## config.mk

```make
export PLATFORM = sky130hd
export DESIGN_NAME = regfile_operand_fetch_flat
export DESIGN_NICKNAME = d
export VERILOG_FILES = /design/src/rtl/regfile_operand_fetch_pkg.sv /design/src/rtl/regfile_operand_fetch_if.sv /design/src/rtl/regfile_operand_fetch_rf_reset_gen.sv /design/src/rtl/regfile_operand_fetch.sv /design/src/flat_wrapper.sv
export SDC_FILE = /design/constraint.sdc
export NUM_CORES = 1
export LEC_CHECK = 0
export CAP_MARGIN = 0
export CORE_ASPECT_RATIO = 0.9
export CORE_UTILIZATION = 38
export DETAILED_ROUTE_END_ITERATION = 10
export GPL_ROUTABILITY_DRIVEN = 0
export PLACE_DENSITY = 0.76
export SYNTH_ARGS = -nofsm -noshare
export SYNTH_HDL_FRONTEND = slang
export SYNTH_HIERARCHICAL = 1
export SYNTH_SLANG_ARGS = --single-unit
export TNS_END_PERCENT = 5
```

## constraint.sdc

```tcl
create_clock -name clk -period 1.54 [get_ports clk]
set_input_delay 0.385 -clock clk [delete_from_list [all_inputs] [get_ports clk]]
set_output_delay 0.385 -clock clk [all_outputs]
set_load 0.05 [all_outputs]
```

## src/rtl/regfile_operand_fetch_pkg.sv

```systemverilog
// Shared definitions for the register-file operand fetch block: default sizing
// and the fetch FSM state encoding used by every register_file initiator.
package regfile_operand_fetch_pkg;

    localparam int DEF_N_REGS    = 8;
    localparam int DEF_REG_WIDTH = 8;
    localparam int DEF_CNT_WIDTH = 8;

    typedef enum logic [2:0] {
        S_IDLE  = 3'd0,
        S_RD_A  = 3'd1,
        S_RD_B  = 3'd2,
        S_CAP_B = 3'd3,
        S_RESP  = 3'd4
    } fetch_state_e;

endpackage

```

## src/rtl/regfile_operand_fetch_if.sv

```systemverilog
// Decode-side bundle of the operand fetch block: request, response and
// writeback channels. The decode stage is the master, the fetch block the slave.
interface regfile_operand_fetch_if
    import regfile_operand_fetch_pkg::*;
#(
    parameter int ADDR_WIDTH = $clog2(DEF_N_REGS),
    parameter int REG_WIDTH  = DEF_REG_WIDTH
);

    logic                  req_valid;
    logic                  req_ready;
    logic [ADDR_WIDTH-1:0] req_rs1;
    logic [ADDR_WIDTH-1:0] req_rs2;
    logic                  req_use_rs2;

    logic                  rsp_valid;
    logic                  rsp_ready;
    logic [REG_WIDTH-1:0]  rsp_op_a;
    logic [REG_WIDTH-1:0]  rsp_op_b;

    logic                  wb_valid;
    logic [ADDR_WIDTH-1:0] wb_idx;
    logic [REG_WIDTH-1:0]  wb_data;

    modport master (
        output req_valid, req_rs1, req_rs2, req_use_rs2,
        input  req_ready,
        input  rsp_valid, rsp_op_a, rsp_op_b,
        output rsp_ready,
        output wb_valid, wb_idx, wb_data
    );

    modport slave (
        input  req_valid, req_rs1, req_rs2, req_use_rs2,
        output req_ready,
        output rsp_valid, rsp_op_a, rsp_op_b,
        input  rsp_ready,
        input  wb_valid, wb_idx, wb_data
    );

endinterface

```

## src/rtl/regfile_operand_fetch_rf_reset_gen.sv

```systemverilog
// Reset generator for the register_file: asserts together with reset_n and
// releases on the first clock edge afterwards, so the file always sees a reset edge.
module rf_reset_gen (
    input  logic clk,
    input  logic reset_n,
    output logic rf_reset
);

    logic rf_reset_r;

    // Async assert, synchronous release on the first edge with reset_n high.
    always_ff @(posedge clk or negedge reset_n) begin
        if (!reset_n) begin
            rf_reset_r <= 1'b1;
        end else begin
            rf_reset_r <= 1'b0;
        end
    end

    assign rf_reset = rf_reset_r;

endmodule

```

## src/rtl/regfile_operand_fetch.sv

```systemverilog
// Operand fetch initiator for a single-read-port register_file: sequences the
// rs1/rs2 reads around writebacks, which always win the port, and counts stalls.
module regfile_operand_fetch
    import regfile_operand_fetch_pkg::*;
#(
    parameter int N_REGS     = DEF_N_REGS,
    parameter int REG_WIDTH  = DEF_REG_WIDTH,
    parameter int ADDR_WIDTH = $clog2(N_REGS),
    parameter int CNT_WIDTH  = DEF_CNT_WIDTH
) (
    input  logic                   clk,
    input  logic                   reset_n,
    regfile_operand_fetch_if.slave fetch,
    output logic                   rf_reset,
    output logic                   rf_write_enable,
    output logic [ADDR_WIDTH-1:0]  rf_wreg_index,
    output logic [REG_WIDTH-1:0]   rf_data_in,
    output logic [ADDR_WIDTH-1:0]  rf_rreg_index,
    input  logic [REG_WIDTH-1:0]   rf_data_out,
    output logic [CNT_WIDTH-1:0]   stall_cycles
);

    fetch_state_e          state_r;
    fetch_state_e          state_next_s;
    logic [ADDR_WIDTH-1:0] rs1_r;
    logic [ADDR_WIDTH-1:0] rs1_next_s;
    logic [ADDR_WIDTH-1:0] rs2_r;
    logic [ADDR_WIDTH-1:0] rs2_next_s;
    logic                  use_rs2_r;
    logic                  use_rs2_next_s;
    logic [REG_WIDTH-1:0]  op_a_r;
    logic [REG_WIDTH-1:0]  op_a_next_s;
    logic [REG_WIDTH-1:0]  op_b_r;
    logic [REG_WIDTH-1:0]  op_b_next_s;
    logic [CNT_WIDTH-1:0]  stall_r;
    logic [CNT_WIDTH-1:0]  stall_next_s;
    logic                  req_ready_r;
    logic                  rsp_valid_r;
    logic [ADDR_WIDTH-1:0] rreg_index_r;
    logic                  rf_reset_s;
    logic                  wb_live_s;
    logic                  accept_s;

    function automatic logic [CNT_WIDTH-1:0] sat_inc(input logic [CNT_WIDTH-1:0] value);
        if (&value) begin
            sat_inc = value;
        end else begin
            sat_inc = value + {{(CNT_WIDTH-1){1'b0}}, 1'b1};
        end
    endfunction

    rf_reset_gen u_rf_reset_gen (
        .clk      (clk),
        .reset_n  (reset_n),
        .rf_reset (rf_reset_s)
    );

    // Writebacks arriving while the register_file is still in reset are dropped.
    always_comb begin
        wb_live_s = fetch.wb_valid & ~rf_reset_s;
        accept_s  = fetch.req_valid & req_ready_r;
    end

    // Next-state and datapath updates for the fetch sequence.
    always_comb begin
        state_next_s   = state_r;
        rs1_next_s     = rs1_r;
        rs2_next_s     = rs2_r;
        use_rs2_next_s = use_rs2_r;
        op_a_next_s    = op_a_r;
        op_b_next_s    = op_b_r;
        stall_next_s   = stall_r;

        case (state_r)
            S_IDLE: begin
                if (accept_s) begin
                    rs1_next_s     = fetch.req_rs1;
                    rs2_next_s     = fetch.req_rs2;
                    use_rs2_next_s = fetch.req_use_rs2;
                    state_next_s   = S_RD_A;
                end else begin
                    state_next_s   = S_IDLE;
                end
            end
            S_RD_A: begin
                if (wb_live_s) begin
                    stall_next_s = sat_inc(stall_r);
                end else begin
                    state_next_s = S_RD_B;
                end
            end
            S_RD_B: begin
                // The file holds data_out while writes suppress its read, so
                // recapturing operand A here every cycle is harmless.
                op_a_next_s = rf_data_out;
                if (wb_live_s) begin
                    stall_next_s = sat_inc(stall_r);
                end else begin
                    stall_next_s = stall_r;
                end
                if (!use_rs2_r) begin
                    op_b_next_s  = {REG_WIDTH{1'b0}};
                    state_next_s = S_RESP;
                end else if (wb_live_s) begin
                    state_next_s = S_RD_B;
                end else begin
                    state_next_s = S_CAP_B;
                end
            end
            S_CAP_B: begin
                op_b_next_s  = rf_data_out;
                state_next_s = S_RESP;
            end
            S_RESP: begin
                if (fetch.rsp_ready) begin
                    state_next_s = S_IDLE;
                end else begin
                    state_next_s = S_RESP;
                end
            end
            default: begin
                state_next_s = S_IDLE;
            end
        endcase
    end

    // State, operand, counter and registered handshake outputs.
    always_ff @(posedge clk or negedge reset_n) begin
        if (!reset_n) begin
            state_r      <= S_IDLE;
            rs1_r        <= {ADDR_WIDTH{1'b0}};
            rs2_r        <= {ADDR_WIDTH{1'b0}};
            use_rs2_r    <= 1'b0;
            op_a_r       <= {REG_WIDTH{1'b0}};
            op_b_r       <= {REG_WIDTH{1'b0}};
            stall_r      <= {CNT_WIDTH{1'b0}};
            req_ready_r  <= 1'b0;
            rsp_valid_r  <= 1'b0;
            rreg_index_r <= {ADDR_WIDTH{1'b0}};
        end else begin
            state_r      <= state_next_s;
            rs1_r        <= rs1_next_s;
            rs2_r        <= rs2_next_s;
            use_rs2_r    <= use_rs2_next_s;
            op_a_r       <= op_a_next_s;
            op_b_r       <= op_b_next_s;
            stall_r      <= stall_next_s;
            // rf_reset is always clear after any edge with reset_n high, so
            // readiness only depends on where the FSM is heading.
            req_ready_r  <= (state_next_s == S_IDLE);
            rsp_valid_r  <= (state_next_s == S_RESP);
            if (state_next_s == S_RD_A) begin
                rreg_index_r <= rs1_next_s;
            end else begin
                rreg_index_r <= rs2_next_s;
            end
        end
    end

    assign fetch.req_ready = req_ready_r;
    assign fetch.rsp_valid = rsp_valid_r;
    assign fetch.rsp_op_a  = op_a_r;
    assign fetch.rsp_op_b  = op_b_r;

    assign rf_reset        = rf_reset_s;
    assign rf_write_enable = wb_live_s;
    assign rf_wreg_index   = fetch.wb_idx;
    assign rf_data_in      = fetch.wb_data;
    assign rf_rreg_index   = rreg_index_r;
    assign stall_cycles    = stall_r;

endmodule
```

## src/flat_wrapper.sv

```systemverilog
// flat-port wrapper written by rule: the top's interface ports become plain ports
module regfile_operand_fetch_flat import regfile_operand_fetch_pkg::*;
#(
    parameter int N_REGS     = DEF_N_REGS,
    parameter int REG_WIDTH  = DEF_REG_WIDTH,
    parameter int ADDR_WIDTH = $clog2(N_REGS),
    parameter int CNT_WIDTH  = DEF_CNT_WIDTH
)
  (clk, reset_n, rf_reset, rf_write_enable, rf_wreg_index, rf_data_in, rf_rreg_index, rf_data_out, stall_cycles, fetch_req_valid, fetch_req_rs1, fetch_req_rs2, fetch_req_use_rs2, fetch_req_ready, fetch_rsp_valid, fetch_rsp_op_a, fetch_rsp_op_b, fetch_rsp_ready, fetch_wb_valid, fetch_wb_idx, fetch_wb_data);
  regfile_operand_fetch_if #(.ADDR_WIDTH(ADDR_WIDTH), .REG_WIDTH(REG_WIDTH)) fetch_i ();
  input  logic clk;
  input  logic reset_n;
  output logic rf_reset;
  output logic rf_write_enable;
  output logic [ADDR_WIDTH-1:0] rf_wreg_index;
  output logic [REG_WIDTH-1:0] rf_data_in;
  output logic [ADDR_WIDTH-1:0] rf_rreg_index;
  input  logic [REG_WIDTH-1:0] rf_data_out;
  output logic [CNT_WIDTH-1:0] stall_cycles;
  input wire logic [$bits(fetch_i.req_valid)-1:0] fetch_req_valid;
  input wire logic [$bits(fetch_i.req_rs1)-1:0] fetch_req_rs1;
  input wire logic [$bits(fetch_i.req_rs2)-1:0] fetch_req_rs2;
  input wire logic [$bits(fetch_i.req_use_rs2)-1:0] fetch_req_use_rs2;
  output wire logic [$bits(fetch_i.req_ready)-1:0] fetch_req_ready;
  output wire logic [$bits(fetch_i.rsp_valid)-1:0] fetch_rsp_valid;
  output wire logic [$bits(fetch_i.rsp_op_a)-1:0] fetch_rsp_op_a;
  output wire logic [$bits(fetch_i.rsp_op_b)-1:0] fetch_rsp_op_b;
  input wire logic [$bits(fetch_i.rsp_ready)-1:0] fetch_rsp_ready;
  input wire logic [$bits(fetch_i.wb_valid)-1:0] fetch_wb_valid;
  input wire logic [$bits(fetch_i.wb_idx)-1:0] fetch_wb_idx;
  input wire logic [$bits(fetch_i.wb_data)-1:0] fetch_wb_data;
  assign fetch_i.req_valid = fetch_req_valid;
  assign fetch_i.req_rs1 = fetch_req_rs1;
  assign fetch_i.req_rs2 = fetch_req_rs2;
  assign fetch_i.req_use_rs2 = fetch_req_use_rs2;
  assign fetch_req_ready = fetch_i.req_ready;
  assign fetch_rsp_valid = fetch_i.rsp_valid;
  assign fetch_rsp_op_a = fetch_i.rsp_op_a;
  assign fetch_rsp_op_b = fetch_i.rsp_op_b;
  assign fetch_i.rsp_ready = fetch_rsp_ready;
  assign fetch_i.wb_valid = fetch_wb_valid;
  assign fetch_i.wb_idx = fetch_wb_idx;
  assign fetch_i.wb_data = fetch_wb_data;
  regfile_operand_fetch #(.N_REGS(N_REGS), .REG_WIDTH(REG_WIDTH), .ADDR_WIDTH(ADDR_WIDTH), .CNT_WIDTH(CNT_WIDTH)) u_core (.clk(clk), .reset_n(reset_n), .fetch(fetch_i), .rf_reset(rf_reset), .rf_write_enable(rf_write_enable), .rf_wreg_index(rf_wreg_index), .rf_data_in(rf_data_in), .rf_rreg_index(rf_rreg_index), .rf_data_out(rf_data_out), .stall_cycles(stall_cycles));
endmodule
```

# --- Word-level counts from Yosys, hierarchy flattened ---
# Cells that the tools add are included.
word_totals:
  regBits: 40
  wordCells: 44
  inputBits: 31
  output_inout_bits: 42
op_classes:
  reduce_logical: 8
  muxes: 13
  bitwise: 4
  add_sub_neg: 1
  eq_ne: 7
op_table:
  columns: ["cell", "count"]
  rows:
  - ["$mux W3", 8]
  - ["$pmux W8 S2", 1]
  - ["$pmux W3 S5", 1]
  - ["$add A8 B1 Y8 const B", 1]
  - ["$mux W8", 1]
  - ["$reduce_and A8 Y1", 1]
  - ["$eq A3 B1 Y1 const B", 2]
  - ["$eq A3 B2 Y1 const B", 2]
  - ["$eq A3 B3 Y1 const B", 2]
  - ["$logic_not A3 Y1", 2]
  - ["$reduce_and A2 Y1", 2]
  - ["$reduce_and A3 Y1", 1]
  - ["$and A1 B1 Y1", 2]
  - ["$mux W1", 2]
  - ["$ne A2 B2 Y1 const B", 1]
  - ["$not A1 Y1", 2]
  - ["$reduce_bool A2 Y1", 1]
  - ["$reduce_or A2 Y1", 1]

# --- Depth between registers and ports, before layout ---
depth:
  depth_word: 7
  mapped_depth: 6
  mapped_depth_nobuf: 5

# --- By module ---
# The synthesis kept the hierarchy.
modules_own_cells:
  columns: ["module", "area_each_um2", "seq_area_each_um2", "n_inst", "cells_each"]
  rows:
  - ["regfile_operand_fetch", 1709.1, 975.9, 1, 133]
  - ["rf_reset_gen", 30.0, 26.3, 1, 2]

# --- Worst setup path after synthesis ---
# No wires, ideal clock.
synth_timing:
  kind: "flip-flop to flip-flop"
  start: "register u_core.stall_r[0] (netlist: u_core/stall_cycles[0])"
  end: "register u_core.stall_r[1] (netlist: u_core/stall_cycles[1])"
  arrival_ps: 1680
  synth_period_minus_slack_ps: 1805
  setup_ps: 125
  path_buffers: 0
  required_time_ps: 1415
  setup_slack_ps: -265
  path_stages_with_launch: 5
  path_cell_list: "dfrtp_1 -> ha_1 -> and3_1 -> a211oi_2 -> mux2_2"
synth_via:
  elab_chain_len: 3
  word_cells_on_any_way: 4
  cone_classes: "1 x add/sub; 1 x bitwise; 2 x reduce/logical"
synth_rtl:
  columns: ["item", "line", "rtl"]
  rows:
  - ["from (decl)", "regfile_operand_fetch.sv:35", "logic [CNT_WIDTH-1:0] stall_r;"]
  - ["from (signal assigned)", "regfile_operand_fetch.sv:136", "stall_r <= {CNT_WIDTH{1'b0}};"]
  - ["from (signal assigned)", "regfile_operand_fetch.sv:147", "stall_r <= stall_next_s;"]
  - ["branches (longest 3 deep; another with $add A8 B1 Y8)", null, null]
# Parallel ways; which one is timed is not known.
# A chain may end at the register's enable or synchronous reset.

# --- Worst setup path in the final report ---
layout_timing:
  start: "register u_core.u_rf_reset_gen.rf_reset_r (netlist: u_core/u_rf_reset_gen/rf_reset)"
  end: "output port rf_write_enable"
layout_via:
  elab_chain_len: 2
layout_rtl:
  columns: ["item", "line", "rtl"]
  rows:
  - ["from (decl)", "regfile_operand_fetch_rf_reset_gen.sv:9", "logic rf_reset_r;"]
  - ["from (signal assigned)", "regfile_operand_fetch_rf_reset_gen.sv:14", "rf_reset_r <= 1'b1;"]
  - ["from (signal assigned)", "regfile_operand_fetch_rf_reset_gen.sv:16", "rf_reset_r <= 1'b0;"]
  - ["$not A1 Y1", "regfile_operand_fetch.sv:60", "wb_live_s = fetch.wb_valid & ~rf_reset_s;"]
  - ["$and A1 B1 Y1", "regfile_operand_fetch.sv:60", null]
  - ["to (decl)", "flat_wrapper.sv:14", "output logic rf_write_enable;"]
# No other way between the ends.

==> metrics.yaml <==
worst_setup_path:
  cp_slowest_cell: "dfstp_2"
  cp_max_fo: 2
  cp_top_family: "flip-flops"
  crit_required_ps: 1150
  critPathMaxStageDelay_ps: 550
  path_common_cell: "buf_6"
  reg2reg_slack_ps: -70
  startpoint_type: "flop"
  r2r-start: "u_core/state_r[2]$_DFF_PN0_"
  path_class: "reg2out"
  r2r_end: "u_core/stall_cycles[1]$_DFFE_PN0P_"
  cp-end-kind: "primary output"
  crit_chain: "buf_6 > nand2b_4 > inv_4 > buf_6 > buf_12"
  crit_arrival_ps: 1360
  crit_buf_inv: 4
  reg2reg_depth: 3
drt:
  drtIter0Drc: 77
  drc: 0
  drt_first_pass_iters: 4
  wl_per_cell_um: 16.5
  drt-total-wl_um: 4320
  ant_nets: 0
  viasPerCell: 4.94
  dr_total_vias: 1295
finish:
  layout-area-overhead-vs-synth_pct: 64.2
  drive_gt1_share_pct: 44.1
  diodes: 0
  final_nets: 233
timing:
  fin_setup_tns_ps: -449
  slew_violations: 0
  hold_violations: 0
  setup_ws_ps: -201
  rsz0062_at_grt: "yes"
  fmax_mhz: 574
  setup_viol: 7
  finalCritPeriodShare_pct: 113
  fin_skew_ps: 2.06
  min_period_ps: 1740
synth:
  synth_cell_type_count: 35
  ys_top_cells_by_area: "dfrtp_1 (56%), mux2_2 (10%), buf_4 (4.7%), a22o_1 (4.0%), xnor2_1 (2.5%)"
  synth_seq_cells: 40
  synth-seq-area-share_pct: 57.6
  synth_top_cell_area_share_pct: 56.1
  synth_nets: 167
  async_flop_share_pct: 100
  synth_ff_type: "dfrtp_1"
  synth_edf_count: 0
  netlist_area_mm2: 0.00174
  yosys_warnings: 6
  yosysTopAreaCell: "dfrtp_1"
  syn_area_per_cell_um2: 12.9
  synth_common_cells: "dfrtp_1 (39), mux2_2 (16), buf_4 (11), a22o_1 (8)"
  synth.most_common_cell: "dfrtp_1"
  synth_cells: 135
floorplan:
  die-area_mm2: 0.00485
  rows: 22
  core_mm2: 0.00424
  io-pin-count: 73
  start_util_pct: 41.0
  fp.dieH_um: 66.2
  fp.dieW_um: 73.3
clocking:
  numCtsBuffers: 5
  clockBufferDepth: 2
  cts_root_buf: "clkbuf_8"
  clock_sinks: 40
  clk_pin_slew_ps: 70
  cts_max_level: 2
  cts_tree: "built"
  insertion_delay_ps: 290
min_path:
  hp-class: "in2async"
pwr:
  p_per_area_mw_per_mm2: 2220
  p_leak_nw: 1.29
  peakVddDrop_uv: 1150
  p_total_mw: 6.33
placed_design:
  dp_hpwl_um: 3290
  port_buffers: 50
global_routing:
  grt_pass1_vias: 1430
  gr-total-overflow: 0
  track_usage_pct: 19.8
  grt_pass1_wl_um: 6850
  grt_start_max_net_pins: 21
  antenna_found_initial: 0
run_status:
  violations: "setup timing"
  outcome: "finished, violations left"
flow_run:
  cap_violations: 0
==> how the worst max path moves through the flow <==
stage / from / end / depth (start not counted)
3_5_place_dp: fetch_wb_valid / u_core/stall_cycles[1]$_DFFE_PN0P_ / 4
5_1_grt: u_core/u_rf_reset_gen/rf_reset$_DFF_PN1_ / rf_write_enable / 5
6_report: u_core/u_rf_reset_gen/rf_reset$_DFF_PN1_ / rf_write_enable / 5
3_3_place_gp: fetch_wb_valid / u_core/stall_cycles[1]$_DFFE_PN0P_ / 4
4_1_cts: u_core/u_rf_reset_gen/rf_reset$_DFF_PN1_ / rf_write_enable / 5
2_1_floorplan: u_core/u_rf_reset_gen/rf_reset$_DFF_PN1_ / u_core/rf_rreg_index[0]$_DFF_PN0_ / 5
==> kinds of logic after synthesis <==
group | count (synthesis) | synth area share [%]
other | 1 | 0.216
XOR/XNOR | 6 | 3.02
AND/OR/NAND/NOR | 34 | 12.2
adder cells (fa/ha/maj) | 1 | 0.719
AO/OA/AOI/OAI | 17 | 7.63
buffers and inverters | 17 | 6.55
multiplexers | 19 | 12.1
flip-flops | 40 | 57.6
==> stage by stage <==
step	util (%)	std cells	hold slack (ps)	cell area [um^2]	setup WS (ps)
2_1_floorplan	-	135	89.4	1740	-181
3_3_place_gp	63.4	251	223	2690	-538
3_5_place_dp	63.4	251	228	2690	-592
4_1_cts	67.0	262	439	2840	-194
5_1_grt	67.4	262	458	2860	-245
6_report	67.4	262	441	2860	-201
==> metal layers <==
layer / GRT usage (%) / part of all wire (%) / up-vias
met3: 3.96 / 3.7 / 14
met2: 35.4 / 56 / 33
met1: 21.7 / 38 / 652
met4: 11.3 / 2.8 / 0
li1: - / - / 596
met5: 0 / 0 / -
==> final cells by class <==
type                            instances  area, um^2
Clock buffer                            7        76.3
Clock inverter                          1        5.00
Fill cell                             302        1380
Inverter                                2        10.0
Multi-Input combinational cell         78         677
Sequential cell                        40        1000
Tap cell                               60        75.1
Timing Repair Buffer                   74        1010
==> power breakdown <==
group | internal [mW] | leakage (nW) | switching [mW]
sequential | 1.50 | 0.492 | 0.412
combinational | 1.88 | 0.753 | 1.88
clock | 0.318 | 0.0422 | 0.349
==> registers in the layout, indices dropped and copies added, names as in the netlist <==
register	flops
u_core/fetch.rsp_op_a	8
u_core/fetch.rsp_op_b	8
u_core/u_rf_reset_gen/rf_reset	1
u_core/fetch.req_ready	1
u_core/state_r	3
u_core/stall_cycles	8
u_core/fetch.rsp_valid	1
u_core/rf_rreg_index	3
u_core/rs2_r	3
u_core/use_rs2_r	1
u_core/rs1_r	3
==> cell usage in the layout, fill, tap and decap left out, drive strengths merged <==
master	count
buf	55
dfrtp	39
clkdlybuf4s50	17
mux2	16
a22o	8
clkbuf	7
nor2	6
nand3	6
a21oi	5
xnor2	5
nand3b	4
nand2	4
mux2i	3
nand4	2
nor4	2
nand2b	2
inv	2
nor3b	2
clkinv	1
dlygate4sd3	1
dlygate4sd2	1
nand4b	1
nor2b	1
o211a	1
and3b	1
or3b	1
o21a	1
and4	1
and3	1
a211oi	1
a21boi	1
xor2	1
ha	1
dfstp	1
conb	1
==> timing repair <==
action,in CTS,in global routing
buffers inserted,2,0
gates cloned,0,0
hold buffers,1,0
pin swaps,4,3
resized for setup,10,2
endpoints found under the hold margin,3,0
setup endpoints to repair,8,10
No activity file was read; power rests on OpenSTA's default activity.
